## src/rtl/gpu_column_fetcher.sv

```systemverilog
// gpu_column_fetcher
// Reads one frame of raycast column data (distance + texture UV) from the
// double-buffered region that the CPU is not currently writing. It then
// streams the columns one record at a time to the column renderer using a
// valid/ready handshake.
// It also publishes the GPU flags word that the CPU reads back at 0xffff.
//
// Memory read port timing: the address is registered inside the memory, so
// data for the address driven in cycle t appears on memData in cycle t+1.
// Per column, the FSM goes DIST -> UV -> LAST -> PRESENT:
//   DIST    : drive the distance address
//   UV      : drive the UV address, capture the distance word
//   LAST    : capture the UV word
//   PRESENT : hold the record valid until the renderer accepts it
module gpu_column_fetcher #(
  parameter int unsigned DATA_WIDTH = 16,
  parameter int unsigned ADDR_WIDTH = 16,
  parameter int unsigned COLUMNS    = 320,
  parameter logic [ADDR_WIDTH-1:0] BUF0_BASE = 16'hf800,
  parameter logic [ADDR_WIDTH-1:0] BUF1_BASE = 16'hfc00
) (
  input  logic                  clk,
  input  logic                  reset,
  input  logic                  frameStart,
  output logic [ADDR_WIDTH-1:0] memAddress,
  input  logic [DATA_WIDTH-1:0] memData,
  output logic                  colValid,
  input  logic                  colReady,
  output logic [8:0]            colIndex,
  output logic [DATA_WIDTH-1:0] colDistance,
  output logic [DATA_WIDTH-1:0] colUV,
  output logic [DATA_WIDTH-1:0] gpuFlags
);

  // The UV table sits 0x200 words above the distance table in each buffer.
  localparam logic [ADDR_WIDTH-1:0] UV_OFFSET = ADDR_WIDTH'('h200);
  localparam logic [8:0]            LAST_COL  = 9'(COLUMNS - 1);

  typedef enum logic [2:0] {
    IDLE,
    DIST,
    UV,
    LAST,
    PRESENT
  } state_t;

  state_t state;
  state_t state_next;

  logic                  read_buf;
  logic                  parity;
  logic                  overrun;
  logic [8:0]            col;
  logic [ADDR_WIDTH-1:0] addr_hold;
  logic [DATA_WIDTH-1:0] dist_word;
  logic [DATA_WIDTH-1:0] uv_word;

  logic [ADDR_WIDTH-1:0] base;
  logic [ADDR_WIDTH-1:0] col_ext;
  logic                  busy;
  logic                  accept;
  logic                  last_col;

  assign base     = read_buf ? BUF1_BASE : BUF0_BASE;
  assign col_ext  = {{(ADDR_WIDTH-9){1'b0}}, col};
  assign busy     = (state != IDLE);
  assign accept   = (state == PRESENT) && colReady;
  assign last_col = (col == LAST_COL);

  // State register for the fetch sequencer.
  always_ff @(posedge clk) begin
    if (reset) begin
      state <= IDLE;
    end else begin
      state <= state_next;
    end
  end

  // Next-state logic. A frameStart pulse always restarts the fetch. This
  // covers both the normal start from IDLE and a frame overrun that
  // abandons a partial frame, even if a record is being accepted that
  // same cycle.
  always_comb begin
    state_next = state;
    if (frameStart) begin
      state_next = DIST;
    end else begin
      unique case (state)
        IDLE:    state_next = IDLE;
        DIST:    state_next = UV;
        UV:      state_next = LAST;
        LAST:    state_next = PRESENT;
        PRESENT: begin
          if (colReady) begin
            state_next = last_col ? IDLE : DIST;
          end
        end
        default: state_next = IDLE;
      endcase
    end
  end

  // Output decode. The memory address is only actively driven in the two
  // address phases. In every other state it holds the last address that
  // was presented, so that the memory port stays quiet.
  always_comb begin
    memAddress = addr_hold;
    colValid   = 1'b0;
    unique case (state)
      DIST:    memAddress = base + col_ext;
      UV:      memAddress = base + UV_OFFSET + col_ext;
      PRESENT: colValid   = 1'b1;
      default: ;
    endcase
  end

  // Frame bookkeeping.
  // Each frame start swaps buffers and flips parity. A start that arrives
  // while still busy marks a sticky overrun. Only a clean start from IDLE
  // clears that overrun.
  always_ff @(posedge clk) begin
    if (reset) begin
      read_buf <= 1'b0;
      parity   <= 1'b0;
      overrun  <= 1'b0;
      col      <= '0;
    end else if (frameStart) begin
      read_buf <= ~read_buf;
      parity   <= ~parity;
      overrun  <= busy;
      col      <= '0;
    end else if (accept && !last_col) begin
      col      <= col + 9'd1;
    end
  end

  // Data path: remember the last driven address, and capture the two
  // words of the column record as they return from the memory.
  always_ff @(posedge clk) begin
    if (reset) begin
      addr_hold <= '0;
      dist_word <= '0;
      uv_word   <= '0;
    end else begin
      addr_hold <= memAddress;
      if (state == UV) begin
        dist_word <= memData;
      end
      if (state == LAST) begin
        uv_word <= memData;
      end
    end
  end

  assign colIndex    = col;
  assign colDistance = dist_word;
  assign colUV       = uv_word;

  // Bit 0 tells the CPU which buffer it may write (the one not being read).
  assign gpuFlags = {{(DATA_WIDTH-4){1'b0}}, busy, overrun, parity, ~read_buf};

endmodule

```

## config.mk

```make
export PLATFORM = sky130hd
export DESIGN_NAME = gpu_column_fetcher
export DESIGN_NICKNAME = d
export VERILOG_FILES = /design/src/rtl/gpu_column_fetcher.sv
export SDC_FILE = /design/constraint.sdc
export NUM_CORES = 1
export LEC_CHECK = 0
export BUFFER_PORTS_ARGS = -buffer_cell sky130_fd_sc_hd__clkbuf_2
export CORE_ASPECT_RATIO = 0.6
export CORE_MARGIN = 3
export CORE_UTILIZATION = 49
export DETAILED_ROUTE_END_ITERATION = 8
export PLACE_DENSITY = 0.77
export SLEW_MARGIN = 20
export SYNTH_ARGS = -nofsm -noshare
export SYNTH_HDL_FRONTEND = slang
export SYNTH_SLANG_ARGS = --single-unit
```

## constraint.sdc

```tcl
create_clock -name clk -period 2.2 [get_ports clk]
set_input_delay 0.66 -clock clk [delete_from_list [all_inputs] [get_ports clk]]
set_output_delay 0.66 -clock clk [all_outputs]
set_load 0.005 [all_outputs]
```

==> metrics.yaml, run 1 <==
run_status:
  outcome: "complete, but fails checks"
  violations: "setup timing"
placement:
  gp_congestion: 0.784
  io_buffers: 81
  hpwl_mm: 4.28
  dp.cells: 418
  placed_area_um2: 2920
cts:
  cts_tree: "built"
  cts.path.max_buffers: 2
  cts.sinks: 63
  cts_buffers: 9
  path_clk_slew_ns: 0.07
  cts_root_buf: "clkbuf_8"
  insertion_delay_ns: 0.33
  htree_levels: 3
drt:
  wl_mm: 6.37
  vias_per_cell: 5.06
  drcViolationCount: 0
  drtIter0Drc: 139
  first_pass_iters: 4
  ant_nets: 0
  post_drt_wl_per_cell_um: 14.6
  via_count: 2211
worst_setup_path:
  critical_path.max_fanout: 8
  arrival_ns: 1.59
  end_kind: "primary output"
  crit_type: "reg -> out"
  crit_path_start_kind: "flip-flop"
  required_ns: 1.54
power:
  power_density_nw_per_um2: 735
  leakagePower_uw: 0.00137
  vdd.ir_drop.worst_uv: 592
  seqPwrFrac_pct: 49.9
  p_sw_uw: 557
  p_int_uw: 1820
  swShare_pct: 23.5
  power.share.clock_pct: 41.2
  p_total_uw: 2370
  comb_power_share_pct: 8.9
final_layout:
  stdcell_area_um2: 3230
  drive_gt1_share_pct: 34.5
  syn_to_final_growth_pct: 27.5
  fillCellCount: 381
  multi_input_area_um2: 1180
  nNetsFinal: 390
  regArea_um2: 1270
  diodes: 0
  stdcell_count: 437
floorplan:
  num_rows: 19
  initial_core_util_pct: 53.0
  ios: 94
  die_h_um: 61.7
  die_width_um: 98.8
  design.core.area_um2: 4780
  dieArea_um2: 6090
synth:
  yosysMostFrequentCell: "nand2_1"
  netlist_top_cells_count: "nand2_1 (70), dfxtp_1 (63), a21oi_1 (39)"
  async_flop_share_pct: 0
  synth_ff_type: "dfxtp_1"
  ys_ff_latch: 63
  yosys.area.top_type_share_pct: 49.8
  synthesis.area_um2: 2530
  synth_edf_count: 0
  syn_avg_cell_area_um2: 8.73
  ys_top_cells_by_area: "dfxtp_1 (50%), nand2_1 (10%), a21oi_1 (7.7%)"
  yosysWarnings: 0
  ys_seq_area_share_pct: 49.8
  ys_types: 31
  synth.largest_area_cell: "dfxtp_1"
  synthCells: 290
global_route:
  grt_antenna_before_repair: 0
  grt_usage_pct: 20.0
  grt_pass1_vias: 1934
  grt_overflow_total: 0
  grt_max_degree: 38
  grt_pass1_wl_mm: 9.48
timing:
  drv_slew: 0
  clock_skew_ns: 0.00425
  rsz0062_at_grt: "true"
  fmax_mhz: 445
  setup_viol: 10
  setup_ws_ns: -0.0455
  tightestPinTransition_ns: 0.681
  min_period_ns: 2.25
  hold_viol_final: 0
  max_slew_margin_pct: 54.6
  period_share_pct: 102
hold_path:
  hp-class: "reg -> reg"
job:
  drv_cap: 0
-- area by class of cell --
cell class / count / share of cell area (%)
inverter: 2 / 0.233
sequential: 63 / 39.2
clock buffer: 10 / 4.26
clock inverter: 6 / 1.86
tap: 63 / 2.44
multi-input combinational: 204 / 36.6
timing repair buffer: 89 / 15.3
-- worst max-delay path, stage by stage (launching register included) --
cell,delay (ns)
dfxtp_4,0.37
xnor2_4,0.14
nor2_4,0.15
buf_8,0.17
mux2_4,0.32
buf_6,0.12
-- cells by family (layout without fill, tap and decap cells) --
| family | after synthesis | in the layout | share of synthesized area, % |
|---|---|---|---|
| simple gates | 125 | 125 | 23.8 |
| flops | 63 | 63 | 49.8 |
| compound gates | 47 | 47 | 10.2 |
| buf+inv | 34 | 107 | 7.71 |
| mux | 14 | 14 | 6.03 |
| xor+xnor | 5 | 5 | 1.73 |
| fa+ha+maj | 1 | 1 | 0.494 |
| other cells | 1 | 12 | 0.148 |
-- stage by stage --
step	utilization, %	setup WS [ns]	setup TNS [ns]	hold slack, ns
after CTS	65.5	-0.0711	-0.600	0.458
after global placement	61.1	0.281	0	0.442
after floorplan	-	0.140	0	0.453
after detailed placement	61.1	0.252	0	0.448
final	67.6	-0.0455	-0.345	0.455
after global routing	67.6	-0.141	-1.30	0.478
-- timing repair --
action | 4_1_cts | 5_1_grt
resized for setup | 4 | 21
endpoints found under the hold margin | 0 | 0
hold buffers | 0 | 0
endpoints found under the setup margin | 15 | 16
cloned | 0 | 1
pin swaps | 0 | 1
setup buffers | 0 | 2
-- state kept, by name (all words and copies together) (netlist names) --
signal and cells:
colDistance 16, colUV 16, parity 1, colIndex 9, overrun 1, read_buf 1
addr_hold 16, state 3
-- cells in the final DEF, fill, tap and decap left out, types with 3 or more instances in the layout --
master    instances
o21ai_0           3
mux2i_1           4
nand2_1          70
dfxtp_1          61
nor2_1           10
or3_1             4
buf_4             5
nand3_1           3
conb_1           12
clkbuf_2         80
clkinv_2          3
mux2_4           10
nor2b_1          17
or2_2             6
xnor2_1           4
clkbuf_8         10
a21oi_1          39
-- power groups by stage --
stage,sequential (µW),combinational [µW],clock [µW]
after floorplan,1210,129,0
after detailed placement,1210,185,0
after global placement,1210,181,0
final,1180,211,978
after global routing,1190,232,1050
after CTS,1180,189,998
-- path summary, 6_finish.rpt --
kind,end,from,depth (start not counted),slack [ns]
worst max-delay path,memAddress[8],state[1],5,-0.05
worst min-delay path,colUV[2],colUV[2],2,0.45
worst max register to register,colIndex[7],state[1],5,0.56
worst min register to register,colUV[2],colUV[2],2,0.45
-- routing by layer --
metal	GRT usage, %	up-vias	part of all wire (%)
li1	-	1084	-
met1	27.4	1036	46
met2	30.9	89	45
met3	6.90	2	9.0
met4	4.67	0	0.17
met5	0	-	0
No activity file was read; power rests on OpenSTA's default activity.
==> run 2: changes to the inputs <==
- CORE_UTILIZATION: 49 -> 44
- PLACE_DENSITY: 0.77 -> 0.72
- clock period: 2.2 -> 2 ns (I/O delays scaled with it)
==> metrics.yaml, run 2 (synthesis results as in run 1) <==
run_status:
  outcome: "complete, but fails checks"
  violations: "setup timing"
drt:
  first_pass_iters: 4  # unchanged
  drcViolationCount: 0  # unchanged
  post_drt_wl_per_cell_um: 13.3  # -8.7%
  via_count: 2164  # -2.1%
  wl_mm: 6.02  # -5.6%
  drtIter0Drc: 129  # -7.2%
  ant_nets: 0  # unchanged
  vias_per_cell: 4.79  # -5.4%
final_layout:
  stdcell_area_um2: 3270  # +1.3%
  layout_common_cells: "clkbuf_2 (80), nand2_1 (70), dfxtp_1 (60)"
  final_common_cell: "clkbuf_2"
  fillCellCount: 504  # +32%
  stdcell_count: 452  # +3.4%
  diodes: 0  # unchanged
  syn_to_final_growth_pct: 29.2
  nNetsFinal: 391  # +0.26%
  drive_gt1_share_pct: 35.2  # +0.71 points
floorplan:
  initial_core_util_pct: 47.7  # -5.3 points
  die_h_um: 64.8  # +5.0%
  num_rows: 20  # +1
  die_width_um: 104  # +5.2%
  dieArea_um2: 6730  # +10%
  ios: 94  # unchanged
  design.core.area_um2: 5310  # +11%
timing:
  whs_ns: 0.452  # -0.00260 ns
  setup_viol: 15  # +5
  clock_skew_ns: 0.00343  # -0.000819 ns
  hold_viol_final: 0  # unchanged
  setup_ws_ns: -0.211  # -0.165 ns
  period_share_pct: 111
  drv_slew: 0  # unchanged
  fmax_mhz: 452
  setup_tns_ns: -2.66  # -2.31 ns
  rsz0062_at_grt: "true"
  tightestPinTransition_ns: 0.646  # -0.0353 ns
  max_slew_margin_pct: 57.0  # +2.4 points
  min_period_ns: 2.21
worst_setup_path:
  crit_type: "reg -> out"
  required_ns: 1.40  # -0.14 ns
  crit_path_start_kind: "flip-flop"
  critical_path.max_fanout: 7  # -1
  arrival_ns: 1.61  # +0.02 ns
  end_kind: "primary output"
cts:
  cts_hold_buf: 0  # unchanged
  cts_root_buf: "clkbuf_8"
  cts.sinks: 63  # unchanged
  insertion_delay_ns: 0.33  # about the same
  cts_tree: "built"
  cts.path.max_buffers: 2  # unchanged
  path_clk_slew_ns: 0.07  # about the same
  cts_buffers: 9  # unchanged
  postCtsSetupRepairBufs: 0  # unchanged
  htree_levels: 3  # unchanged
global_route:
  grt_pass1_wl_mm: 9.47  # about the same
  grt_max_degree: 36  # -5.3%
  grt_pass1_vias: 1933  # -0.052%
  grt_antenna_before_repair: 0  # unchanged
  grt_overflow_total: 0  # unchanged
  grt_usage_pct: 18.0  # -2.1 points
job:
  drv_cap: 0  # unchanged
placement:
  placed_area_um2: 2960  # +1.5%
  hpwl_mm: 4.26  # -0.56%
  gp_congestion: 0.785  # about the same
  io_buffers: 81  # unchanged
  dp.cells: 435  # +4.1%
power:
  power_density_nw_per_um2: 798  # +8.5%
  leakagePower_uw: 0.00138  # +0.95%
  vdd.ir_drop.worst_uv: 452  # -24%
hold_path:
  hp-class: "reg -> reg"
## run 2: critical path, cell delays in order, from the launching register on
cell and delay [ns]:
dfxtp_4 0.36, xnor2_4 0.15, nor2_4 0.17, clkbuf_16 0.18, mux2_4 0.30, clkbuf_2 0.11
## run 2: path summary, 6_finish.rpt
check,to,from,depth (start not counted),slack [ns]
max,memAddress[3],state[0],5,-0.21
max reg2reg,colIndex[7],state[0],5,0.36
min reg2reg,colDistance[14],colDistance[14],2,0.45
min,colDistance[14],colDistance[14],2,0.45
## run 2: final cells by class
| type | instances | area [µm²] | area share (%) |
|---|---|---|---|
| clock buffer | 12 | 145 | 4.44 |
| clock inverter | 4 | 45.0 | 1.38 |
| inverter | 2 | 7.51 | 0.230 |
| multi-input combinational | 204 | 1200 | 36.7 |
| sequential | 63 | 1270 | 38.8 |
| tap | 77 | 96.3 | 2.95 |
| timing repair buffer | 90 | 507 | 15.5 |
## run 2: what timing repair did
item,in CTS,in global routing
endpoints found under the setup margin,16,18
endpoints found under the hold margin,0,0
pin swaps,0,1
gates cloned,0,1
resized for setup,4,22
## run 2: where the power goes
part,switching [µW],internal (µW)
Sequential,17.0,1290
Combinational,120,119
Clock,463,604
## run 2: metal layers
metal | track usage (%) | wire [µm] | vias up
met5 | 0 | 0 | -
met4 | 8.29 | 82 | 0
met3 | 6.27 | 503 | 9
met2 | 26.3 | 2590 | 94
met1 | 23.8 | 2840 | 979
li1 | - | - | 1082
## run 2: through the flow
stage	utilization, %	setup slack (ns)	total power (µW)
floorplan	-	0.0994	1470
global placement	55.8	0.216	1540
detailed placement	55.8	0.194	1540
CTS	59.6	-0.175	2610
global route	61.6	-0.268	2730
finish	61.6	-0.211	2610
==> run 3: changes to the inputs <==
- MAX_ROUTING_LAYER: not set -> met4
==> metrics.yaml, run 3 (synthesis results as in run 1) <==
run_status:
  outcome: "complete, but fails checks"
  violations: "setup timing"
timing:
  setup_viol: 15  # unchanged
  clock_skew_ns: 0.00410  # +0.000663 ns
  period_share_pct: 111  # about the same
  drv_slew: 0  # unchanged
  min_period_ns: 2.21  # +0.00121 ns
  rsz0062_at_grt: "true"
  fmax_mhz: 452  # about the same
  setup_tns_ns: -2.68  # -0.0154 ns
  tightestPinTransition_ns: 0.648  # +0.00278 ns
  whs_ns: 0.453  # +0.00120 ns
  setup_ws_ns: -0.212  # -0.00121 ns
  max_slew_margin_pct: 56.8  # -0.19 points
  hold_viol_final: 0  # unchanged
worst_setup_path:
  required_ns: 1.40  # about the same
  end_kind: "primary output"
  crit_type: "reg -> out"
  arrival_ns: 1.61  # about the same
  crit_path_start_kind: "flip-flop"
  critical_path.max_fanout: 7  # unchanged
  rrSetupSlack_ns: 0.35  # about the same
cts:
  cts_buffers: 9  # unchanged
  cts_root_buf: "clkbuf_8"
  path_clk_slew_ns: 0.07  # about the same
  cts.path.max_buffers: 2  # unchanged
  insertion_delay_ns: 0.33  # about the same
  cts_hold_buf: 0  # unchanged
  htree_levels: 3  # unchanged
  cts_tree: "built"
  cts.sinks: 63  # unchanged
final_layout:
  nNetsFinal: 391  # unchanged
  final_common_cell: "clkbuf_2"
  stdcell_area_um2: 3270  # unchanged
  stdcell_count: 452  # unchanged
  layout_common_cells: "clkbuf_2 (80), nand2_1 (70), dfxtp_1 (60)"
  diodes: 0  # unchanged
  final_core_util_pct: 61.6  # unchanged
  syn_to_final_growth_pct: 29.2  # unchanged
  drive_gt1_share_pct: 35.2  # unchanged
floorplan:
  num_rows: 20  # unchanged
  ios: 94  # unchanged
  die_h_um: 64.8  # unchanged
  dieArea_um2: 6730  # unchanged
  design.core.area_um2: 5310  # unchanged
  die_width_um: 104  # unchanged
  initial_core_util_pct: 47.7  # unchanged
placement:
  dp.cells: 435  # unchanged
  io_buffers: 81  # unchanged
  hpwl_mm: 4.26  # unchanged
  gp_congestion: 0.796  # +1.4%
  placed_area_um2: 2960  # unchanged
power:
  leakagePower_uw: 0.00138  # unchanged
  power_density_nw_per_um2: 798  # about the same
  vdd.ir_drop.worst_uv: 452  # -0.16%
drt:
  first_pass_iters: 5  # +1
  post_drt_wl_per_cell_um: 13.3  # +0.30%
  vias_per_cell: 4.79  # unchanged
  wl_mm: 6.03  # +0.30%
  drtIter0Drc: 142  # +10%
  via_count: 2164  # unchanged
  ant_nets: 0  # unchanged
  drcViolationCount: 0  # unchanged
global_route:
  grt_overflow_total: 0  # unchanged
  grt_antenna_before_repair: 0  # unchanged
  grt_usage_pct: 18.5  # +0.48 points
  grt_max_degree: 36  # unchanged
  grt_pass1_wl_mm: 9.45  # -0.21%
  grt_pass1_vias: 1940  # +0.36%
job:
  drv_cap: 0  # unchanged
hold_path:
  hp-class: "reg -> reg"
## run 3: path summary, 6_finish.rpt
path                                        end            start  cells after the start
worst max-delay path              memAddress[3]         state[0]                      5
worst max register to register      colIndex[7]         state[0]                      5
worst min-delay path            colDistance[14]  colDistance[14]                      2
worst min register to register  colDistance[14]  colDistance[14]                      2
## run 3: what timing repair did
action / in CTS / in global routing
endpoints found under the setup margin: 16 / 18
pin swaps: 0 / 1
cloned: 0 / 1
setup buffers: 0 / 0
resized for setup: 4 / 22
## run 3: metal layers
layer  vias up  track usage (%)  part of all wire (%)
met5         -                -                     0
met4         0             8.29                   1.4
met3         9             6.27                   8.7
met2        99             26.4                    43
met1       974             23.7                    47
li1       1082                -                     -
## run 3: where the power goes
group | total, µW | internal, µW | switching [µW] | leakage [µW]
logic | 240 | 119 | 121 | 0.000767
clock network | 1070 | 604 | 463 | 0.000100
registers | 1300 | 1290 | 17.0 | 0.000512
total | 2610 | 2010 | 601 | 0.00138
## run 3: worst max-delay path, cell delays in order, from the launching register on
cell	delay [ns]
dfxtp_4	0.36
xnor2_4	0.15
nor2_4	0.17
clkbuf_16	0.18
mux2_4	0.30
clkbuf_2	0.11
## run 3: layout make-up
cell class / instances / area (µm²)
fill: 504 / 2040
sequential: 63 / 1270
multi-input combinational: 204 / 1200
timing repair buffer: 90 / 507
clock buffer: 12 / 145
tap: 77 / 96.3
clock inverter: 4 / 45.0
inverter: 2 / 7.51
## run 3: metrics by stage
step,total power [µW],setup slack [ns]
after detailed placement,1540,0.194
after global placement,1540,0.216
after CTS,2610,-0.175
after floorplan,1470,0.0994
final,2610,-0.212
after global routing,2730,-0.268
